<file path="config.mk">
export PLATFORM = sky130hd
export DESIGN_NAME = gol_gen_engine
export DESIGN_NICKNAME = d
export VERILOG_FILES = /design/src/rtl/gol_pkg.sv /design/src/rtl/gol_row_rule.sv /design/src/rtl/gol_gen_engine.sv
export SDC_FILE = /design/constraint.sdc
export NUM_CORES = 1
export LEC_CHECK = 0
export CAP_MARGIN = 10
export CORE_AREA = 2 2 93 131
export DETAILED_ROUTE_END_ITERATION = 12
export DIE_AREA = 0 0 95 133
export PLACE_DENSITY = 0.44
export SETUP_SLACK_MARGIN = 0.15
export SYNTH_ARGS = -nofsm -noshare
export SYNTH_HDL_FRONTEND = slang
export SYNTH_SLANG_ARGS = --single-unit
</file>
<file path="constraint.sdc">
create_clock -name clk -period 8.9 [get_ports clk]
set_input_delay 1.335 -clock clk [delete_from_list [all_inputs] [get_ports clk]]
set_output_delay 1.335 -clock clk [all_outputs]
set_load 0.02 [all_outputs]
</file>
<file path="src/rtl/gol_pkg.sv">
// gol_pkg: shared FSM states, Conway rule constants and neighbour-count type for the Game of Life engine
package gol_pkg;
   typedef enum logic [1:0] {ST_IDLE, ST_LOAD, ST_SCAN, ST_DONE} state_t;
   typedef logic [3:0] nbr_t;
   localparam nbr_t GOL_BIRTH      = 4'd3;
   localparam nbr_t GOL_SURVIVE_LO = 4'd2;
   localparam nbr_t GOL_SURVIVE_HI = 4'd3;
endpackage

</file>
<file path="src/rtl/gol_row_rule.sv">
// gol_row_rule: combinational Conway rule over a three-row window; GOL_HWRAP_EN makes columns wrap horizontally
module gol_row_rule
   import gol_pkg::*;
#(
   parameter int WIDTH = 8
) (
   input  logic [WIDTH-1:0] above,
   input  logic [WIDTH-1:0] cur,
   input  logic [WIDTH-1:0] below,
   output logic [WIDTH-1:0] nxt
);
   logic [WIDTH+1:0] ea, eb;
   logic [WIDTH-1:0] cw, ce;
`ifdef GOL_HWRAP_EN
   assign ea = {above[0], above, above[WIDTH-1]};
   assign eb = {below[0], below, below[WIDTH-1]};
   assign cw = {cur[0], cur[WIDTH-1:1]};
   assign ce = {cur[WIDTH-2:0], cur[WIDTH-1]};
`else
   assign ea = {1'b0, above, 1'b0};
   assign eb = {1'b0, below, 1'b0};
   assign cw = {1'b0, cur[WIDTH-1:1]};
   assign ce = {cur[WIDTH-2:0], 1'b0};
`endif
   for (genvar c = 0; c < WIDTH; c++) begin : g_col
      nbr_t n;
      assign n = nbr_t'(ea[c]) + nbr_t'(ea[c+1]) + nbr_t'(ea[c+2]) +
                 nbr_t'(ce[c]) + nbr_t'(cw[c]) +
                 nbr_t'(eb[c]) + nbr_t'(eb[c+1]) + nbr_t'(eb[c+2]);
      assign nxt[c] = (n == GOL_BIRTH) | (cur[c] & (n >= GOL_SURVIVE_LO) & (n <= GOL_SURVIVE_HI));
   end
endmodule

</file>
<file path="src/rtl/gol_gen_engine.sv">
// gol_gen_engine: scans the current-state rows through a sliding window and writes one Conway generation per start (GOL_HWRAP_EN selects horizontal wrap in gol_row_rule)
module gol_gen_engine
   import gol_pkg::*;
#(
   parameter int WIDTH   = 8,
   parameter int REGBITS = 3
) (
   input  logic               clk,
   input  logic               rst_n,
   input  logic               start,
   output logic [REGBITS-1:0] ra,
   input  logic [WIDTH-1:0]   rd,
   output logic               nwrite,
   output logic [REGBITS-1:0] nwa,
   output logic [WIDTH-1:0]   nwd,
   output logic               busy,
   output logic               done,
   output logic [15:0]        gen_count
);
   state_t             state_q, state_d;
   logic [WIDTH-1:0]   above_q, above_d, cur_q, cur_d, rule_row;
   logic [REGBITS-1:0] r_q, r_d;
   logic [15:0]        cnt_q, cnt_d;

   gol_row_rule #(.WIDTH(WIDTH)) u_rule (
      .above (above_q),
      .cur   (cur_q),
      .below (rd),
      .nxt   (rule_row)
   );

   assign busy      = (state_q == ST_LOAD) || (state_q == ST_SCAN);
   assign done      = (state_q == ST_DONE);
   assign gen_count = cnt_q;

   // next-state, read address and write port; the last scanned row reads address 0 as the dead bottom border
   always_comb begin
      state_d = state_q;
      above_d = above_q;
      cur_d   = cur_q;
      r_d     = r_q;
      cnt_d   = cnt_q;
      ra      = '0;
      nwrite  = 1'b0;
      nwa     = '0;
      nwd     = '0;
      unique case (state_q)
         ST_IDLE: state_d = start ? ST_LOAD : ST_IDLE;
         ST_LOAD: begin
            ra      = REGBITS'(1);
            above_d = '0;
            cur_d   = rd;
            r_d     = REGBITS'(1);
            state_d = ST_SCAN;
         end
         ST_SCAN: begin
            ra      = r_q + 1'b1;
            nwrite  = 1'b1;
            nwa     = r_q;
            nwd     = rule_row;
            above_d = cur_q;
            cur_d   = rd;
            r_d     = r_q + 1'b1;
            state_d = (r_q == '1) ? ST_DONE : ST_SCAN;
            cnt_d   = (r_q == '1) ? cnt_q + 16'd1 : cnt_q;
         end
         ST_DONE: state_d = start ? ST_LOAD : ST_IDLE;
      endcase
   end

   // state registers with synchronous active-low reset
   always_ff @(posedge clk) begin
      if (!rst_n) begin
         state_q <= ST_IDLE;
         above_q <= '0;
         cur_q   <= '0;
         r_q     <= '0;
         cnt_q   <= '0;
      end else begin
         state_q <= state_d;
         above_q <= above_d;
         cur_q   <= cur_d;
         r_q     <= r_d;
         cnt_q   <= cnt_d;
      end
   end
endmodule

</file>
# Yosys cells after proc, flatten, opt, wreduce, memory -nomap -nowiden
# Index checks and enable logic that the tools add are counted.
# op_classes
order_cmp	16
n_mux	9
n_eq_ne	12
n_reduce_logical	6
bitwise_logic	24
n_addsub	51
# op_table
cell	n
$add A4 B1 Y4	42
$eq A4 B2 Y1 const B	8
$ge A4 B2 Y1 const B	8
$le A4 B2 Y1 const B	8
$add A16 B1 Y16 const B	1
$and A1 B1 Y1	16
$pmux W8 S2	1
$add A1 B1 Y2	7
$pmux W3 S2	2
$mux W8	1
$or A1 B1 Y1	8
$pmux W2 S3	1
$eq A2 B2 Y1 const B	2
$reduce_or A2 Y1	2
$add A3 B1 Y3 const B	1
$eq A3 B3 Y1 const B	1
$mux W1	3
$mux W3	1
$eq A2 B1 Y1 const B	1
$logic_not A2 Y1	1
$reduce_and A2 Y1	1
$reduce_bool A2 Y1	1
$logic_or A1 B1 Y1	1
# totals
out_inout_bits	33
wordCells	123
register_bits	37

# Longest topological paths before layout
# Gate-level depths: netlist of run 1.
# logic_depth
ltp_word	12
depth_mapped	10
depth_no_buf	10

# Modules after synthesis
# Synthesis of run 1 repeated with hierarchy kept, for this count alone.
# hier_totals
cells_unflattened	336
area_unflattened_um2	2942.8
# modules_own_cells
mod	cells_each	n_inst	area_per_inst_um2
gol_gen_engine	189	1	1666.6
gol_row_rule	147	1	1276.2

# Worst setup path after synthesis of run 1
# OpenSTA, ideal clock, no wires.
# synth_path
path_type	input -> output
from	in rd[2]
to	out nwd[1]
path_slack_ns	3.060
arrival_time_ns	4.505
cell_stages	8
cell_sequence	inv_1 fa_1 fa_1 fa_1 fa_1 nor3_1 mux2i_1 a2111oi_0
# synth_between
elab_chain_len	6
word_cells_on_any_way	8
# synth_lines
element	line_no	text
start: declaration	gol_gen_engine.sv:12	input logic [WIDTH-1:0] rd,
$add A4 B1 Y4 (*)	gol_row_rule.sv:29	nbr_t'(eb[c]) + nbr_t'(eb[c+1]) + nbr_t'(eb[c+2]);
$ge A4 B2 Y1	gol_row_rule.sv:30	assign nxt[c] = (n == GOL_BIRTH) | (cur[c] & (n >= GOL_SURVIVE_LO) & (n <= GOL_SURVIVE_HI));
$and A1 B1 Y1 (2 in a row)	gol_row_rule.sv:30	
$or A1 B1 Y1 (*)	gol_row_rule.sv:30	
$mux W8 (*)	gol_gen_engine.sv:47	unique case (state_q)
end: declaration	gol_gen_engine.sv:15	output logic [WIDTH-1:0] nwd,
# Mark *: on every way between the ends. The rest lies on a longest branch, timed or not.

# Final worst setup path of run 1
# Ends and elaborated chain as after synthesis.

==> results of run 1 <==
## cells in the mapped netlist (4+ instances only)
| cell type | instances | area (um^2) |
|---|---|---|
| a2111oi_0 | 6 | 52.55 |
| a21oi_1 | 19 | 95.09 |
| a31oi_1 | 5 | 31.28 |
| clkbuf_1 | 5 | 18.77 |
| dfxtp_1 | 37 | 740.7 |
| fa_1 | 29 | 580.6 |
| ha_1 | 27 | 337.8 |
| inv_1 | 60 | 225.2 |
| mux2i_1 | 9 | 90.09 |
| nand2_1 | 17 | 63.81 |
| nand2b_1 | 5 | 31.28 |
| nand3_1 | 11 | 55.05 |
| nor2_1 | 29 | 108.9 |
| nor2b_1 | 6 | 37.54 |
| nor3_1 | 4 | 20.02 |
| o21ai_0 | 5 | 25.02 |
| or3_1 | 4 | 25.02 |
| xnor2_1 | 7 | 61.31 |
## registers in the layout (all words and copies together), names as in the netlist
register and flops:
state_q 2, above_q 8, r_q 3, gen_count 16, cur_q 8
## placed cells by master, fill, tap and decap left out
| master | n |
|---|---|
| inv_1 | 60 |
| clkdlybuf4s50_1 | 43 |
| dfxtp_1 | 37 |
| nor2_1 | 29 |
| fa_1 | 29 |
| ha_1 | 27 |
| a21oi_1 | 19 |
| nand2_1 | 17 |
| nand3_1 | 11 |
| mux2i_1 | 9 |
| xnor2_1 | 7 |
| nor2b_1 | 6 |
| a2111oi_0 | 6 |
| o21ai_0 | 5 |
| nand2b_1 | 5 |
| a31oi_1 | 5 |
| clkbuf_16 | 5 |
| or3_1 | 4 |
| nor3_1 | 4 |
| nand3_2 | 3 |
| nor4_1 | 3 |
| and2_1 | 3 |
| or3_4 | 2 |
| and3_1 | 2 |
| a211oi_1 | 2 |
| xor2_1 | 2 |
| buf_4 | 2 |
| nand3_4 | 1 |
| and4_1 | 1 |
| nand4_1 | 1 |
| nor4b_1 | 1 |
| o31ai_1 | 1 |
| or4_1 | 1 |
| or3_2 | 1 |
| inv_2 | 1 |
| clkinv_2 | 1 |
## logic make-up after synthesis
kind of cell,count (synthesis)
xor gates and xnor gates,9
DFF,37
buffers and inverters,70
and+or+nand+nor,95
adders and majority gates,56
AOI/OAI and AO/OA,38
muxes,9
## worst min-delay path by stage
stage | to | depth (start not counted) | slack (ns) | start
global route | gen_count[15] | 2 | 0.51 | gen_count[15]
floorplan | above_q[7] | 2 | 0.46 | above_q[7]
finish | gen_count[15] | 2 | 0.48 | gen_count[15]
global placement | gen_count[15] | 2 | 0.46 | gen_count[15]
detailed placement | gen_count[15] | 2 | 0.48 | gen_count[15]
CTS | gen_count[15] | 2 | 0.49 | gen_count[15]
## metal layers
metal	vias to the layer above	part of all wire	GRT usage
li1	1095	-	-
met1	1036	0.44	0.1333
met2	40	0.52	0.1927
met3	4	0.034	0.01879
met4	0	0.010	0.02657
met5	-	0	0
## power by group through the flow
| stage | clock network (uW) | logic, uW | registers, uW |
|---|---|---|---|
| final | 165 | 131 | 178 |
| after floorplan | 0 | 94.9 | 180 |
| after CTS | 170 | 137 | 178 |
| after global placement | 0 | 133 | 182 |
| after detailed placement | 0 | 136 | 182 |
| after global routing | 178 | 153 | 179 |
## area by class of cell
type | count | area [um^2] | area share
clock buffer | 5 | 125.1 | 0.03531
inverter | 61 | 229.0 | 0.06462
timing repair buffer | 45 | 445.4 | 0.1257
sequential | 37 | 740.7 | 0.2090
tap | 147 | 183.9 | 0.05191
multi-input combinational | 207 | 1814 | 0.5120
clock inverter | 1 | 5.005 | 0.001412
## tightest hold or removal path, stage by stage, from the launching register on
cell and delay (ns):
dfxtp_1 0.31, o31ai_1 0.06, a21oi_1 0.05
## metrics by stage
step | power, uW | hold slack, ns | area (um^2) | setup slack, ns | std cells
2_1_floorplan | 275.3 | 0.4579 | 2820 | 3.060 | 314
3_3_place_gp | 314.6 | 0.4582 | 3413 | 2.462 | 497
3_5_place_dp | 317.8 | 0.4762 | 3413 | 2.429 | 497
4_1_cts | 485.3 | 0.4853 | 3543 | 2.392 | 503
5_1_grt | 509.9 | 0.5058 | 3543 | 2.216 | 503
6_report | 474.6 | 0.4791 | 3543 | 2.484 | 503
==> results.yml, run 1 <==
cells_and_area:
  utilization: 0.3059
  drive_gt1_frac: 0.04494
  fillCellCount: 1221
  antenna_cells: 0
  syn_to_final_growth_pct: 25.64
  final_net_count: 424
detailed_routing:
  initialDrtViolationCount: 57
  dr_total_vias: 2175
  wl_per_cell_um: 12.76
  post_drt_via_cell_ratio: 4.324
  detail-route-antenna-nets: 0
  drt_wl_total_um: 6417
  drc: 0
  dr.pass1.iters: 4
synthesis:
  syn_inst: 314
  synth_compound_area_frac: 0.08030
  yosys_register_bits: 37
  synthAdderAreaFrac: 0.3256
  synth_xor_area_frac: 0.02795
  seq_area_frac_synth: 0.2626
  synth-edff-count: 0
  synth_top_family_by_area: "adder cells"
  synth.distinct_cells: 35
  synth_nets: 381
  synth_mux_area_frac: 0.03194
  synth-async-reset-ratio: 0
  syn_area_per_cell_um2: 8.982
  yosysWarnings: 0
  syn_area_um2: 2820
  synthSimpleGateAreaFrac: 0.1775
  synth_ff_type: "dfxtp_1"
global_routing:
  grtUsageTotal: 0.1082
  antenna_found_initial: 0
  grt_max_degree: 38
  overflow: 0
  grt_pass1_wl_um: 10760
  grt_pass1_vias: 2196
worst_setup_path:
  reg2reg_from: "state_q[0]"
  r2r_setup_slack_ns: 6.83
  path_cells: "clkdlybuf4s50_1 -> inv_1 -> fa_1 -> fa_1 -> fa_1 -> fa_1 -> nor3_1 -> mux2i_1 -> a2111oi_0 -> clkdlybuf4s50_1"
  crit_start: "rd[2]"
  end_kind: "output pin"
  cp_top_family: "adder cells"
  cpMostUsedCell: "fa_1"
  rr_endpoint: "gen_count[14]"
  crit_path_end: "nwd[1]"
  crit_fanout: 3
  worstSetupPathType: "in2out"
  cp_num_cells: 10
  critPathSlowestCell: "clkdlybuf4s50_1"
  reg2reg_depth: 7
  critPathRequiredTime_ns: 7.57
  path_buf_inv: 3
  crit_arrival_ns: 5.08
  startpoint_type: "input pin"
  max_stage_delay_ns: 0.68
timing:
  slew_headroom: 0.5414
  rsz0062_at_grt: "no"
  finClkSkew_ns: 0.005999
  maxSlewViolCount: 0
  setup_viol: 0
  hold_violations: 0
  fin_crit_sh: 0.7209
  fmax_mhz: 155.9
  setup_tns_ns: 0
  worst_pin_slew_ns: 0.6868
  period_needed_ns: 6.416
power:
  p_switching_uw: 146.6
  clockPowerShare: 0.348
  p_per_area_nw_per_um2: 134.0
  ir_drop_uv: 56.62
  p_seq_frac: 0.376
  leakage_uw: 0.001434
  power_frac_comb: 0.276
  switching_share: 0.3089
  power.internal_uw: 328.0
status:
  status: "complete, no violations"
worst_hold_path:
  hp-class: "reg2reg"
floorplan:
  initial_core_util: 0.2434
  die-area_um2: 12640
  ios: 44
  die_h_um: 133
  row_count: 47
  dieWidth_um: 95
  core_um2: 11580
clocking:
  clk_pin_slew_ns: 0.05
  cts_hold_buf: 0
  cts_resized: 0
  cts_root_buf: "clkbuf_16"
  cts_setup_buffers: 0
  clk_path_buf_depth: 2
  cts_tree: "yes"
  cts.sinks: 37
  cts-htree-levels: 2
  cts_made_buffers: 5
  insertion_delay_ns: 0.28
flow_run:
  drv_cap: 0
place:
  io_buffers: 43
  place_hpwl_um: 5107
  place_congestion: 0.7153
Note: power is estimated with default switching activity, not from simulation.
==> run 2, diff against run 1 <==
--- a/config.mk
+++ b/config.mk
@@ -9,7 +9,7 @@
 export CORE_AREA = 2 2 93 131
 export DETAILED_ROUTE_END_ITERATION = 12
 export DIE_AREA = 0 0 95 133
-export PLACE_DENSITY = 0.44
+export PLACE_DENSITY = 0.45
 export SETUP_SLACK_MARGIN = 0.15
 export SYNTH_ARGS = -nofsm -noshare
 export SYNTH_HDL_FRONTEND = slang
==> constraint.sdc (replaced) <==
create_clock -name clk -period 5.2 [get_ports clk]
set_input_delay 0.78 -clock clk [delete_from_list [all_inputs] [get_ports clk]]
set_output_delay 0.78 -clock clk [all_outputs]
set_load 0.02 [all_outputs]
==> results.yml, run 2 (synthesis gave the netlist of run 1 again) <==
timing:
  maxSlewViolCount: 0
  worst_pin_slew_ns: 0.6588
  setup_tns_ns: 0
  hold_violations: 0
  fin_crit_sh: 0.9375
  finClkSkew_ns: 0.007326
  period_needed_ns: 4.875
  setup_viol: 0
  slew_headroom: 0.5602
  fmax_mhz: 205.1
  rsz0062_at_grt: "no"
detailed_routing:
  drc: 0
  detail-route-antenna-nets: 0
  wl_per_cell_um: 12.57
  dr.pass1.iters: 4
  dr_total_vias: 2208
  initialDrtViolationCount: 25
  post_drt_via_cell_ratio: 4.313
  drt_wl_total_um: 6437
cells_and_area:
  fillCellCount: 1217
  final_net_count: 431
  antenna_cells: 0
  final_cell_mix: "inv_1, dfxtp_1, clkdlybuf4s50_1"
  seq_area_um2: 740.7
  layout_commonest_cell: "inv_1"
  multiInputGateArea_um2: 1822
  largest_reg_flops: 16
  drive_gt1_frac: 0.07397
  syn_to_final_growth_pct: 28.75
  utilization: 0.3134
floorplan:
  row_count: 47
  dieWidth_um: 95
  core_um2: 11580
  die-area_um2: 12640
  die_h_um: 133
  ios: 44
  initial_core_util: 0.2434
worst_setup_path:
  end_kind: "output pin"
  crit_arrival_ns: 4.10
  critPathSlowestCell: "fa_1"
  startpoint_type: "input pin"
  cp_top_family: "adder cells"
  max_stage_delay_ns: 0.57
  path_cells: "clkdlybuf4s50_1 -> inv_1 -> fa_1 -> fa_1 -> fa_1 -> fa_1 -> nor2_1 -> a31oi_1 -> a2111oi_0 -> dlygate4sd1_1"
  crit_fanout: 3
  cpMostUsedCell: "fa_1"
  worstSetupPathType: "in2out"
  path_buf_inv: 3
  r2r_setup_slack_ns: 3.11
  critPathRequiredTime_ns: 4.42
power:
  switching_share: 0.2903
  power_frac_comb: 0.261
  leakage_uw: 0.001509
  p_switching_uw: 259.3
  p_per_area_nw_per_um2: 245.9
  power.internal_uw: 633.7
  p_seq_frac: 0.342
  clockPowerShare: 0.397
  ir_drop_uv: 137.0
clocking:
  cts-htree-levels: 2
  cts_setup_buffers: 0
  clk_pin_slew_ns: 0.06
  cts_made_buffers: 5
  clk_path_buf_depth: 2
  cts.sinks: 37
  cts_root_buf: "clkbuf_16"
  cts_tree: "yes"
  insertion_delay_ns: 0.28
place:
  io_buffers: 43
  place_congestion: 0.7285
  place_hpwl_um: 5127
global_routing:
  grt_pass1_wl_um: 10800
  overflow: 0
  grt_pass1_vias: 2183
  antenna_found_initial: 0
  grt_max_degree: 38
  grtUsageTotal: 0.1096
flow_run:
  drv_cap: 0
worst_hold_path:
  hp-class: "reg2reg"
status:
  status: "complete, no violations"
run 2: changes by cell type in the layout (fill, tap and decap cells not counted), moves of 2 or more:
cell	delta
buf_4	+7
a2111oi_0	-2
clkbuf_2	+2
clkdlybuf4s50_1	-6
dlygate4sd2_1	+3
run 2: power groups by stage:
stage          registers, uW  logic (uW)  clock network (uW)
2_1_floorplan            309         163                   0
3_3_place_gp             312         231                   0
3_5_place_dp             312         237                   0
4_1_cts                  306         238                 364
5_1_grt                  307         268                 377
6_report                 305         233                 355
run 2: cell type report:
| class | instances | share of cell area |
|---|---|---|
| clock inverter | 1 | 0.008270 |
| clock buffer | 7 | 0.03928 |
| tap | 147 | 0.05065 |
| timing repair buffer | 52 | 0.1330 |
| sequential | 37 | 0.2040 |
| inverter | 61 | 0.06306 |
| multi-input combinational | 207 | 0.5017 |
run 2: per-stage QoR:
| step | power [uW] | instance area [um^2] | hold WS, ns | setup slack [ns] | instances |
|---|---|---|---|---|---|
| 6_report | 893.0 | 3631 | 0.4761 | 0.3249 | 512 |
| 5_1_grt | 951.6 | 3631 | 0.5151 | 0.1624 | 512 |
| 4_1_cts | 907.5 | 3632 | 0.4775 | 0.1643 | 512 |
| 3_5_place_dp | 548.9 | 3466 | 0.4691 | -0.1530 | 504 |
| 3_3_place_gp | 542.5 | 3466 | 0.4638 | -0.1622 | 504 |
| 2_1_floorplan | 471.2 | 2820 | 0.4579 | 0.4697 | 314 |
run 2: worst paths after layout:
path / startpoint / end / cells after the start
worst min register to register: gen_count[15] / gen_count[15] / 2
worst max register to register: state_q[0] / gen_count[12] / 7
worst max-delay path: rd[2] / nwd[3] / 10
worst min-delay path: gen_count[15] / gen_count[15] / 2
run 2: metal layers:
| layer | global-route usage | part of all wire | vias to the layer above |
|---|---|---|---|
| li1 | - | - | 1122 |
| met2 | 0.1942 | 0.52 | 44 |
| met1 | 0.1341 | 0.43 | 1037 |
| met3 | 0.01993 | 0.041 | 5 |
| met5 | 0 | 0 | - |
| met4 | 0.02899 | 0.0087 | 0 |
run 2: worst register-to-register path, delay by kind of cell, from the launching register on:
kind,cells,cell delay (ns)
adder cells (fa/ha/maj),1,0.17
buffers and inverters,2,0.35
flip-flops,1,0.33
AO/OA/AOI/OAI,1,0.14
AND/OR/NAND/NOR,3,1.04
run 2: what timing repair did:
| action | 4_1_cts | 5_1_grt |
|---|---|---|
| gates resized for setup | 7 | 8 |
| hold buffers | 0 | 0 |
| endpoints found under the setup margin | 6 | 3 |
==> run 3, diff against run 2 <==
--- a/config.mk
+++ b/config.mk
@@ -7,6 +7,7 @@
 export LEC_CHECK = 0
 export CAP_MARGIN = 10
 export CORE_AREA = 2 2 93 131
+export CTS_BUF_LIST = sky130_fd_sc_hd__clkbuf_4
 export DETAILED_ROUTE_END_ITERATION = 12
 export DIE_AREA = 0 0 95 133
 export PLACE_DENSITY = 0.45
==> results.yml, run 3 (synthesis gave the netlist of run 1 again) <==
cells_and_area:
  drive_gt1_frac: 0.07397
  multiInputGateArea_um2: 1822
  finish.instance_area_um2: 3537
  final_net_count: 431
  layout_commonest_cell: "inv_1"
  largest_reg_flops: 16
  fillCellCount: 1225
  syn_to_final_growth_pct: 25.42
  final_cell_mix: "inv_1, dfxtp_1, clkdlybuf4s50_1"
  antenna_cells: 0
  seq_area_um2: 740.7
timing:
  fin_crit_sh: 0.9375
  fmax_mhz: 205.1
  period_needed_ns: 4.875
  slew_headroom: 0.5602
  finClkSkew_ns: 0.01764
  worst_pin_slew_ns: 0.6588
  rsz0062_at_grt: "no"
  maxSlewViolCount: 0
  hold_violations: 0
  finalWorstSetupSlack_ns: 0.3249
  setup_viol: 0
  holdWs_ns: 0.4850
worst_setup_path:
  crit_arrival_ns: 4.10
  critPathRequiredTime_ns: 4.42
  critPathSlowestCell: "fa_1"
  reg2reg_from: "state_q[0]"
  cpMostUsedCell: "fa_1"
  crit_fanout: 3
  crit_path_end: "nwd[3]"
  path_cells: "clkdlybuf4s50_1 -> inv_1 -> fa_1 -> fa_1 -> fa_1 -> fa_1 -> nor2_1 -> a31oi_1 -> a2111oi_0 -> dlygate4sd1_1"
  crit_start: "rd[2]"
  r2r_setup_slack_ns: 3.09
  startpoint_type: "input pin"
  worstSetupPathType: "in2out"
  reg2reg_depth: 7
  max_stage_delay_ns: 0.57
  end_kind: "output pin"
  rr_endpoint: "gen_count[12]"
worst_hold_path:
  hp-class: "reg2reg"
place:
  placed_area_um2: 3466
  place_ws_ns: -0.1530
  io_buffers: 43
  place_hpwl_um: 5127
  place_congestion: 0.7285
clocking:
  insertion_delay_ns: 0.34
  cts.sinks: 37
  cts_root_buf: "clkbuf_4"
  cts_hold_buf: 0
  cts_setup_buffers: 0
  cts-htree-levels: 2
  clk_path_buf_depth: 2
  cts_tree: "yes"
  cts_made_buffers: 5
  clk_pin_slew_ns: 0.13
global_routing:
  grt_pass1_wl_um: 10760
  grt_pass1_vias: 2186
  grtUsageTotal: 0.1091
  antenna_found_initial: 0
  grt_max_degree: 38
  overflow: 0
detailed_routing:
  dr_total_vias: 2208
  drc: 0
  detail-route-antenna-nets: 0
  drt_wl_total_um: 6424
  post_drt_via_cell_ratio: 4.313
  wl_per_cell_um: 12.55
  initialDrtViolationCount: 30
  dr.pass1.iters: 4
floorplan:
  row_count: 47
  initial_core_util: 0.2434
  die-area_um2: 12640
  ios: 44
  dieWidth_um: 95
  die_h_um: 133
  core_um2: 11580
power:
  p_seq_frac: 0.410
  switching_share: 0.3289
  power.internal_uw: 499.3
  clockPowerShare: 0.277
  p_per_area_nw_per_um2: 210.3
  leakage_uw: 0.001468
  power_frac_comb: 0.313
  ir_drop_uv: 94.30
  p_switching_uw: 244.7
flow_run:
  drv_cap: 0
status:
  status: "complete, no violations"
-- run 3: metal layers --
metal / wire length [um] / global-route usage / vias up
met3: 248 / 0.02164 / 6
li1: - / - / 1113
met2: 3345 / 0.1958 / 44
met4: 66 / 0.02415 / 0
met5: 0 / 0 / -
met1: 2763 / 0.1323 / 1045
-- run 3: through the flow --
stage | utilization | cells | total power [uW] | setup TNS (ns)
2_1_floorplan | - | 314 | 471.2 | 0
3_3_place_gp | 0.2992 | 504 | 542.5 | -0.3013
3_5_place_dp | 0.2992 | 504 | 548.9 | -0.2689
4_1_cts | 0.3054 | 512 | 757.3 | 0
5_1_grt | 0.3053 | 512 | 800.8 | 0
6_report | 0.3053 | 512 | 744.0 | 0
-- run 3: cell type report --
| type | count | area share |
|---|---|---|
| flip-flops and latches | 37 | 0.2094 |
| clock inverters | 2 | 0.009551 |
| clock buffers | 6 | 0.01273 |
| well taps | 147 | 0.05200 |
| repair buffers | 52 | 0.1365 |
| inverters | 61 | 0.06473 |
| multi-input cells | 207 | 0.5150 |
-- run 3: worst max-delay path: cells and delay by family --
kind / cells / cell delay, ns
buffers and inverters: 3 / 0.97
adder cells (fa/ha/maj): 4 / 1.84
AND/OR/NAND/NOR: 1 / 0.10
AO/OA/AOI/OAI: 2 / 0.39
-- run 3: power groups by stage --
stage               Sequential, uW  Clock, uW  Combinational [uW]
global placement               312          0                 231
finish                         305        206                 233
global route                   307        226                 268
CTS                            305        214                 238
floorplan                      309          0                 163
detailed placement             312          0                 237
-- run 3: worst min-delay path by stage --
stage / depth (start not counted) / end / start
finish: 2 / gen_count[15] / gen_count[15]
global route: 2 / gen_count[15] / gen_count[15]
CTS: 2 / gen_count[15] / gen_count[15]
detailed placement: 2 / gen_count[15] / gen_count[15]
global placement: 2 / gen_count[15] / gen_count[15]
floorplan: 2 / above_q[7] / above_q[7]
-- run 3: what timing repair did --
action | CTS | global route
cloned | 0 | 0
setup endpoints to repair | 6 | 3
gates resized for setup | 7 | 8
